<file path="config.mk">
export PLATFORM = sky130hd
export DESIGN_NAME = demux_1ne4_24bit_flat
export DESIGN_NICKNAME = d
export VERILOG_FILES = /design/src/rtl/demux_1ne4_24bit_if.sv /design/src/rtl/demux_1ne4_24bit.sv /design/src/flat_wrapper.sv
export SDC_FILE = /design/constraint.sdc
export NUM_CORES = 1
export LEC_CHECK = 0
export ABC_AREA = 0
export ABC_CLOCK_PERIOD_IN_PS = 2900
export CORE_ASPECT_RATIO = 0.75
export CORE_MARGIN = 2
export CORE_UTILIZATION = 48
export CTS_CLUSTER_SIZE = 8
export DETAILED_ROUTE_END_ITERATION = 7
export MAX_ROUTING_LAYER = met4
export PLACE_DENSITY = 0.92
export SYNTH_ARGS = -nofsm -noshare
export SYNTH_HDL_FRONTEND = slang
export SYNTH_SLANG_ARGS = --single-unit
</file>
<file path="constraint.sdc">
create_clock -name Clock_i -period 2.9 [get_ports Clock_i]
set_input_delay 0.58 -clock Clock_i [delete_from_list [all_inputs] [get_ports Clock_i]]
set_output_delay 0.58 -clock Clock_i [all_outputs]
set_load 0.01 [all_outputs]
</file>
<file path="src/rtl/demux_1ne4_24bit_if.sv">
// Bus bundle for the registered 1-to-4 demultiplexer: one producer port and
// four consumer lanes, each with its own valid/ready handshake.
interface demux_1ne4_24bit_if #(
    parameter int unsigned WIDTH = 24
);
    logic [WIDTH-1:0] Hyrja;
    logic [1:0]       S;
    logic             HyrjaValid;
    logic             HyrjaReady;
    logic [WIDTH-1:0] Dalja0;
    logic [WIDTH-1:0] Dalja1;
    logic [WIDTH-1:0] Dalja2;
    logic [WIDTH-1:0] Dalja3;
    logic [3:0]       DaljaValid;
    logic [3:0]       DaljaReady;
    logic [2:0]       Zene;

    modport master (
        output Hyrja, S, HyrjaValid, DaljaReady,
        input  HyrjaReady, Dalja0, Dalja1, Dalja2, Dalja3, DaljaValid, Zene
    );

    modport slave (
        input  Hyrja, S, HyrjaValid, DaljaReady,
        output HyrjaReady, Dalja0, Dalja1, Dalja2, Dalja3, DaljaValid, Zene
    );
endinterface

</file>
<file path="src/rtl/demux_1ne4_24bit.sv">
// Registered 1-to-4 demultiplexer: steers an accepted word into a one-entry
// holding register per lane; each lane drains independently to its consumer.
module demux_1ne4_24bit #(
    parameter int unsigned WIDTH = 24
) (
    input  logic                Clock_i,
    input  logic                Reset_i,
    demux_1ne4_24bit_if.slave   bus
);
    typedef enum logic {
        LANE_EMPTY = 1'b0,
        LANE_FULL  = 1'b1
    } lane_state_e;

    lane_state_e      state_q [4];
    lane_state_e      state_d [4];
    logic [WIDTH-1:0] data_q  [4];
    logic [WIDTH-1:0] data_d  [4];
    logic [2:0]       zene_q;
    logic [2:0]       zene_d;
    logic             hyrja_ready;
    logic             acc;
    logic [3:0]       acc_lane;
    logic [3:0]       drain;
    logic [3:0]       valid_vec;

    // Readiness looks only at the addressed lane, so a stalled lane never blocks others.
    always_comb begin
        hyrja_ready = (state_q[bus.S] == LANE_EMPTY) || bus.DaljaReady[bus.S];
        acc         = bus.HyrjaValid && hyrja_ready;
    end

    always_comb begin
        acc_lane  = '0;
        drain     = '0;
        valid_vec = '0;
        zene_d    = '0;
        for (int unsigned i = 0; i < 4; i++) begin
            state_d[i]   = state_q[i];
            data_d[i]    = data_q[i];
            valid_vec[i] = (state_q[i] == LANE_FULL);
            acc_lane[i]  = acc && (bus.S == 2'(i));
            drain[i]     = valid_vec[i] && bus.DaljaReady[i];
            if (acc_lane[i]) begin
                state_d[i] = LANE_FULL;
                data_d[i]  = bus.Hyrja;
            end else if (drain[i]) begin
                state_d[i] = LANE_EMPTY;
            end
            if (state_d[i] == LANE_FULL) begin
                zene_d = zene_d + 3'd1;
            end
        end
    end

    always_ff @(posedge Clock_i) begin
        if (Reset_i) begin
            for (int unsigned i = 0; i < 4; i++) begin
                state_q[i] <= LANE_EMPTY;
                data_q[i]  <= '0;
            end
            zene_q <= '0;
        end else begin
            for (int unsigned i = 0; i < 4; i++) begin
                state_q[i] <= state_d[i];
                data_q[i]  <= data_d[i];
            end
            zene_q <= zene_d;
        end
    end

    assign bus.HyrjaReady = hyrja_ready;
    assign bus.DaljaValid = valid_vec;
    assign bus.Dalja0     = data_q[0];
    assign bus.Dalja1     = data_q[1];
    assign bus.Dalja2     = data_q[2];
    assign bus.Dalja3     = data_q[3];
    assign bus.Zene       = zene_q;
endmodule

</file>
<file path="src/flat_wrapper.sv">
// flat-port wrapper written by rule: the top's interface ports become plain ports
module demux_1ne4_24bit_flat 
#(
    parameter int unsigned WIDTH = 24
)
  (Clock_i, Reset_i, bus_Hyrja, bus_S, bus_HyrjaValid, bus_DaljaReady, bus_HyrjaReady, bus_Dalja0, bus_Dalja1, bus_Dalja2, bus_Dalja3, bus_DaljaValid, bus_Zene);
  demux_1ne4_24bit_if #(.WIDTH(WIDTH)) bus_i ();
  input  logic Clock_i;
  input  logic Reset_i;
  input wire logic [$bits(bus_i.Hyrja)-1:0] bus_Hyrja;
  input wire logic [$bits(bus_i.S)-1:0] bus_S;
  input wire logic [$bits(bus_i.HyrjaValid)-1:0] bus_HyrjaValid;
  input wire logic [$bits(bus_i.DaljaReady)-1:0] bus_DaljaReady;
  output wire logic [$bits(bus_i.HyrjaReady)-1:0] bus_HyrjaReady;
  output wire logic [$bits(bus_i.Dalja0)-1:0] bus_Dalja0;
  output wire logic [$bits(bus_i.Dalja1)-1:0] bus_Dalja1;
  output wire logic [$bits(bus_i.Dalja2)-1:0] bus_Dalja2;
  output wire logic [$bits(bus_i.Dalja3)-1:0] bus_Dalja3;
  output wire logic [$bits(bus_i.DaljaValid)-1:0] bus_DaljaValid;
  output wire logic [$bits(bus_i.Zene)-1:0] bus_Zene;
  assign bus_i.Hyrja = bus_Hyrja;
  assign bus_i.S = bus_S;
  assign bus_i.HyrjaValid = bus_HyrjaValid;
  assign bus_i.DaljaReady = bus_DaljaReady;
  assign bus_HyrjaReady = bus_i.HyrjaReady;
  assign bus_Dalja0 = bus_i.Dalja0;
  assign bus_Dalja1 = bus_i.Dalja1;
  assign bus_Dalja2 = bus_i.Dalja2;
  assign bus_Dalja3 = bus_i.Dalja3;
  assign bus_DaljaValid = bus_i.DaljaValid;
  assign bus_Zene = bus_i.Zene;
  demux_1ne4_24bit #(.WIDTH(WIDTH)) u_core (.Clock_i(Clock_i), .Reset_i(Reset_i), .bus(bus_i));
endmodule
</file>
==> impl_metrics.py <==
metrics = {
    "outcome": {
        "run_status": "completed",
    },
    "synth": {
        "ys.flop_type": "dfxtp_1",
        "synthDominantCellAreaShare_pct": 54.0,
        "mappedNetlistNets": 509,
        "most_repeated_cell_in_the_gate_level_netlist_after_synthesis": "nand2_1",
        "cell_types_occupying_the_most_area_after_synthesis": "dfxtp_1, nand2_1, a21oi_1",
        "synth_seq_cells": 103,
        "netlist-cell-type-count": 25,
        "netlist_instances": 473,
        "syn-mean-instance-area_um2": 8.07,
        "ys_top_cells_by_count": "nand2_1, dfxtp_1, a21oi_1",
        "synth_top_cell_by_area": "dfxtp_1",
        "synth_seq_area_share_pct": 54.0,
        "async_flop_share_pct": 0,
        "number_of_enable_flip_flop_cells_after_synthesis": 0,
        "yosysWarnings": 0,
        "syn-cell-area_um2": 3820,
    },
    "worst_hold_path": {
        "hold_path_class": "flip-flop to flip-flop",
    },
    "detailed_routing": {
        "routed_wl_mm": 11.2,
        "detail_route.wirelength.met1_mm": 4.48,
        "via_count": 3654,
        "wl_per_cell_um": 16.0,
        "wl_met3_um": 990,
        "drt.antenna.violating_nets": 0,
        "route.detailed.drc": 0,
        "first_iteration_detailed_routing_drc_count": 225,
        "top_layer": "met4",
        "via_per_inst": 5.18,
        "met2RoutedLength_mm": 5.56,
        "firstDrtPassIters": 5,
    },
    "grt": {
        "gr-usage-all-layers_pct": 26.6,
        "initial_antenna_violation_count": 0,
        "grt_start_max_net_pins": 51,
        "overflow": 0,
        "grt_first_pass_wirelength_mm": 17.2,
        "grt_pass1_vias": 3486,
    },
    "power_and_ir_drop": {
        "power.combinational.fraction_pct": 12.1,
        "sw_ratio_pct": 24.8,
        "netSwitchingPower_uw": 713,
        "total_leakage_power_uw": 0.00192,
        "clock_power_share_pct": 36.0,
        "sequentialPowerShare_pct": 51.9,
        "design_power_total_uw": 2870,
        "cellPowerDensity_nw_per_um2": 530,
        "vdd.ir_drop.worst_v": 0.000290,
        "power.internal_uw": 2160,
    },
    "die": {
        "fp.coreArea_um2": 7810,
        "die_height_um": 81.2,
        "start_util_pct": 48.9,
        "fp.dieArea_um2": 8690,
        "pin_count": 137,
        "fp-row-count": 28,
        "chipWidth_um": 107,
    },
    "clocking": {
        "tritoncts.num_buffers": 9,
        "clk-insertion-delay-late_ns": 0.36,
        "ctsLongestPathBuffers": 2,
        "tritoncts": "yes",
        "clockRootBuffer": "clkbuf_8",
        "post_cts_hold_buffer_count": 0,
        "path_clk_slew_ns": 0.10,
        "resized_cells_post_cts": 0,
        "h-tree-depth": 3,
        "postCtsSetupRepairBufs": 0,
        "cts.sink_count": 103,
    },
    "placed_design": {
        "place.port_buffers": 136,
        "detailedPlacementHpwl_mm": 7.86,
        "globalplace.congestion": 0.856,
        "place_worst_setup_slack_ns": 0.107,
    },
    "timing": {
        "portion_of_the_clock_cycle_consumed_by_the_worst_path_in_the_final_layout_pct": 97.9,
        "finalWorstSetupSlack_ns": 0.0598,
        "timing.slew.headroom_pct": 64.9,
        "final-setup-viol-count": 0,
        "timing.final.hold_violations": 0,
        "timing_worst_slew_pin_value_ns": 0.526,
        "achievable-frequency_mhz": 352,
        "period_minus_slack_ns": 2.84,
        "timing.clock.skew_ns": 0.0118,
        "drv_slew": 0,
        "final.setup.tns_ns": 0,
        "rsz0062_at_grt": "false",
    },
    "cells_and_area": {
        "postLayoutCoreUtil_pct": 69.4,
        "drive_gt1_share_pct": 6.50,
        "antennaDiodeCount": 0,
        "area_growth_pct": 42.0,
        "fin_nets": 631,
    },
    "setup_path": {
        "worst_setup_path_end_kind": "output port",
        "setup.worst_path.start_class": "primary input",
        "crit_arrival_ns": 2.26,
        "critical_path_required_ns": 2.32,
        "criticalPathCategory": "primary input to output port",
        "worstPathMaxFanout": 5,
    },
    "job": {
        "max-cap-violations": 0,
    },
}
## final timing paths
| path | slack, ns | cells past startpoint | endpoint | start |
|---|---|---|---|---|
| max | 0.06 | 3 | bus_HyrjaReady | bus_S[0] |
| max reg2reg | 0.96 | 9 | u_core.bus.Zene[2] | u_core.state_q[1] |
| min | 0.46 | 2 | u_core.data_q[0][20] | u_core.data_q[0][20] |
| min reg2reg | 0.46 | 2 | u_core.data_q[0][20] | u_core.data_q[0][20] |
## final cells by class
class	count	area, µm²
inverters	3	11.3
clock buffers	10	138
flip-flops and latches	103	2060
well taps	105	131
multi-input cells	329	1510
fillers	613	2390
repair buffers	149	1470
clock inverters	6	100
## logic make-up (layout without fill, tap and decap cells)
family | count (synthesis) | after routing | share of synthesized area, %
adder cells (fa/ha/maj) | 3 | 3 | 0.983
XOR/XNOR | 2 | 2 | 0.655
flip-flops | 103 | 103 | 54.0
buffers and inverters | 41 | 168 | 6.62
AO/OA/AOI/OAI | 102 | 102 | 13.7
AND/OR/NAND/NOR | 220 | 220 | 23.1
multiplexers | 2 | 2 | 0.885
## per-layer routing
layer | vias to the layer above | GRT usage (%)
met5 | - | -
met3 | 21 | 6.18
li1 | 1752 | -
met1 | 1687 | 31.4
met2 | 194 | 45.1
met4 | 0 | 9.74
## registers in the layout, summed over array words and instances (netlist names)
signal,cells
u_core.state_q,4
u_core.bus.Zene,3
u_core.data_q,96
## cell usage in the layout (no fill, tap or decap), drive strengths merged
cell           count
a21boi             1
a21oi            100
and2               2
buf               14
bufinv             2
clkbuf            10
clkdlybuf4s50    135
clkinv             1
dfxtp            103
ha                 3
inv                6
mux2               1
mux4               1
nand2            197
nand2b             7
nand3              1
nand3b             3
nor2               6
nor2b              3
nor3b              1
o41ai              1
xnor2              1
xor2               1
## through the flow
stage	hold WS (ns)	instances	cell area [µm²]
floorplan	0.481	473	3820
global placement	0.440	689	5180
detailed placement	0.448	689	5180
CTS	0.462	705	5420
global route	0.479	705	5420
finish	0.460	705	5420
## critical path, stage by stage
cell and delay (ns):
clkdlybuf4s50_1 0.61, mux4_2 0.57, clkdlybuf4s50_1 0.50
## power groups by stage
stage          registers, µW  logic [µW]  clock network (µW)
6_report                1490         348                1030
3_3_place_gp            1520         333                   0
5_1_grt                 1490         374                1110
2_1_floorplan           1540         134                   0
3_5_place_dp            1520         344                   0
4_1_cts                 1490         347                1050
Power figures use the tool's default switching activity.
==> RTL edit: new RTL, same flow settings <==
`WIDTH` is set to 24 in 3 places; all go to 48.
--- a/src/rtl/demux_1ne4_24bit_if.sv
+++ b/src/rtl/demux_1ne4_24bit_if.sv
@@ -1,7 +1,7 @@
 // Bus bundle for the registered 1-to-4 demultiplexer: one producer port and
 // four consumer lanes, each with its own valid/ready handshake.
 interface demux_1ne4_24bit_if #(
-    parameter int unsigned WIDTH = 24
+    parameter int unsigned WIDTH = 48
 );
     logic [WIDTH-1:0] Hyrja;
     logic [1:0]       S;
--- a/src/rtl/demux_1ne4_24bit.sv
+++ b/src/rtl/demux_1ne4_24bit.sv
@@ -1,7 +1,7 @@
 // Registered 1-to-4 demultiplexer: steers an accepted word into a one-entry
 // holding register per lane; each lane drains independently to its consumer.
 module demux_1ne4_24bit #(
-    parameter int unsigned WIDTH = 24
+    parameter int unsigned WIDTH = 48
 ) (
     input  logic                Clock_i,
     input  logic                Reset_i,
--- a/src/flat_wrapper.sv
+++ b/src/flat_wrapper.sv
@@ -1,7 +1,7 @@
 // flat-port wrapper written by rule: the top's interface ports become plain ports
 module demux_1ne4_24bit_flat 
 #(
-    parameter int unsigned WIDTH = 24
+    parameter int unsigned WIDTH = 48
 )
   (Clock_i, Reset_i, bus_Hyrja, bus_S, bus_HyrjaValid, bus_DaljaReady, bus_HyrjaReady, bus_Dalja0, bus_Dalja1, bus_Dalja2, bus_Dalja3, bus_DaljaValid, bus_Zene);
   demux_1ne4_24bit_if #(.WIDTH(WIDTH)) bus_i ();
Interface: changed (5 resized); port bits go from 137 to 257. No check against the original RTL was run, so the function may have changed too.
==> RTL edit against the unedited design <==
  * Power up 110%
  * First-iteration DRC count grew 88%
  * Sequential share of layout area is 0.59 points higher
  * Clock power grew 130%
  * Highest routed layer unchanged
  * Sequential cell count is 96 higher
  * Setup slack improved by 0.043 ns
  * Synthesized area grew 84%
  * Routed wire length rose by 97%
  * Via count up 89%
  * Cell area increased by 90%
  * Utilization rose by 2.2 points
  * Global-route usage up 2.2 points
==> RTL edit: results (changes against the unedited design) <==
outcome:
  status: "completed"
yosys:
  synth_common_cells: "nand2_1 (389), dfxtp_1 (199), a21oi_1 (196)"
  synth_area_leaders: "dfxtp_1 (57%), nand2_1 (21%), a21oi_1 (14%)"
  synth.avg_cell_area_um2: 7.94  # -1.7%
  ys_seq_area_share_pct: 56.7  # +2.7 points
global_route:
  grt_pass1_wl_mm: 33.6  # +96%
  grtUsageMet1_pct: 33.9  # +2.5 points
  met3_usage_pct: 9.75  # +3.6 points
  grt_pass1_vias: 6683  # +92%
  grt_max_degree: 83  # +63%
detailed_routing:
  wl_mm: 22.2  # +97%
  m1WireLength_mm: 8.64  # +93%
  drt_iter0_drc: 422  # +88%
  wl_met2_mm: 10.7  # +93%
  dr_total_vias: 6893  # +89%
  met3_length_mm: 2.45  # +150%
sta:
  worstMarginPinSlew_ns: 0.473  # -0.0529 ns
  skew_ns: 0.00986  # -0.00192 ns
clocking:
  root_buffer: "clkbuf_16"
  htreeDepth: 4  # +1
  cts_made_buffers: 17  # +8
  clk_latency_ns: 0.42  # +0.06 ns
  clkTransAtPathRegs_ns: 0.07  # -0.03 ns
final_layout:
  finalNonFillerCells: 1328  # +88%
  largest_register_ffs: 192  # +100%
  drive_gt1_share_pct: 5.67  # -0.83 points
placement:
  hpwl_mm: 15.3  # +94%
  postPlaceCellArea_um2: 9720  # +88%
pwr:
  pg_clk_w: 0.00238  # +130%
  p_seq_w: 0.00287  # +93%
  peakVddDrop_uv: 411  # +42%
worst_hold_path:
  holdCritStartpoint: "u_core.data_q[0][178]"
[RTL edit: layout make-up]
class	count	area (um^2)	share of cell area, %
Clock buffer	18	429	4.16
Clock inverter	14	166	1.61
Timing Repair Buffer	277	2760	26.7
Inverter	3	11.3	0.109
Multi-Input combinational cell	617	2720	26.3
Sequential cell	199	3980	38.6
Tap cell	200	250	2.43
[RTL edit: logic make-up after synthesis]
kind of cell             after synthesis  share of synthesized area [%]
AND/OR/NAND/NOR                      412                           22.8
flip-flops                           199                           56.7
AO/OA/AOI/OAI                        198                           14.2
buffers and inverters                 69                           5.06
adder cells (fa/ha/maj)                3                          0.534
XOR/XNOR                               2                          0.249
multiplexers                           2                          0.481
[RTL edit: worst paths after layout]
kind                      endpoint  slack, ns  cells after the start
max reg2reg     u_core.bus.Zene[2]       1.01                      9
min reg2reg  u_core.data_q[0][178]       0.45                      2
max                 bus_HyrjaReady       0.10                      3
min          u_core.data_q[0][178]       0.45                      2
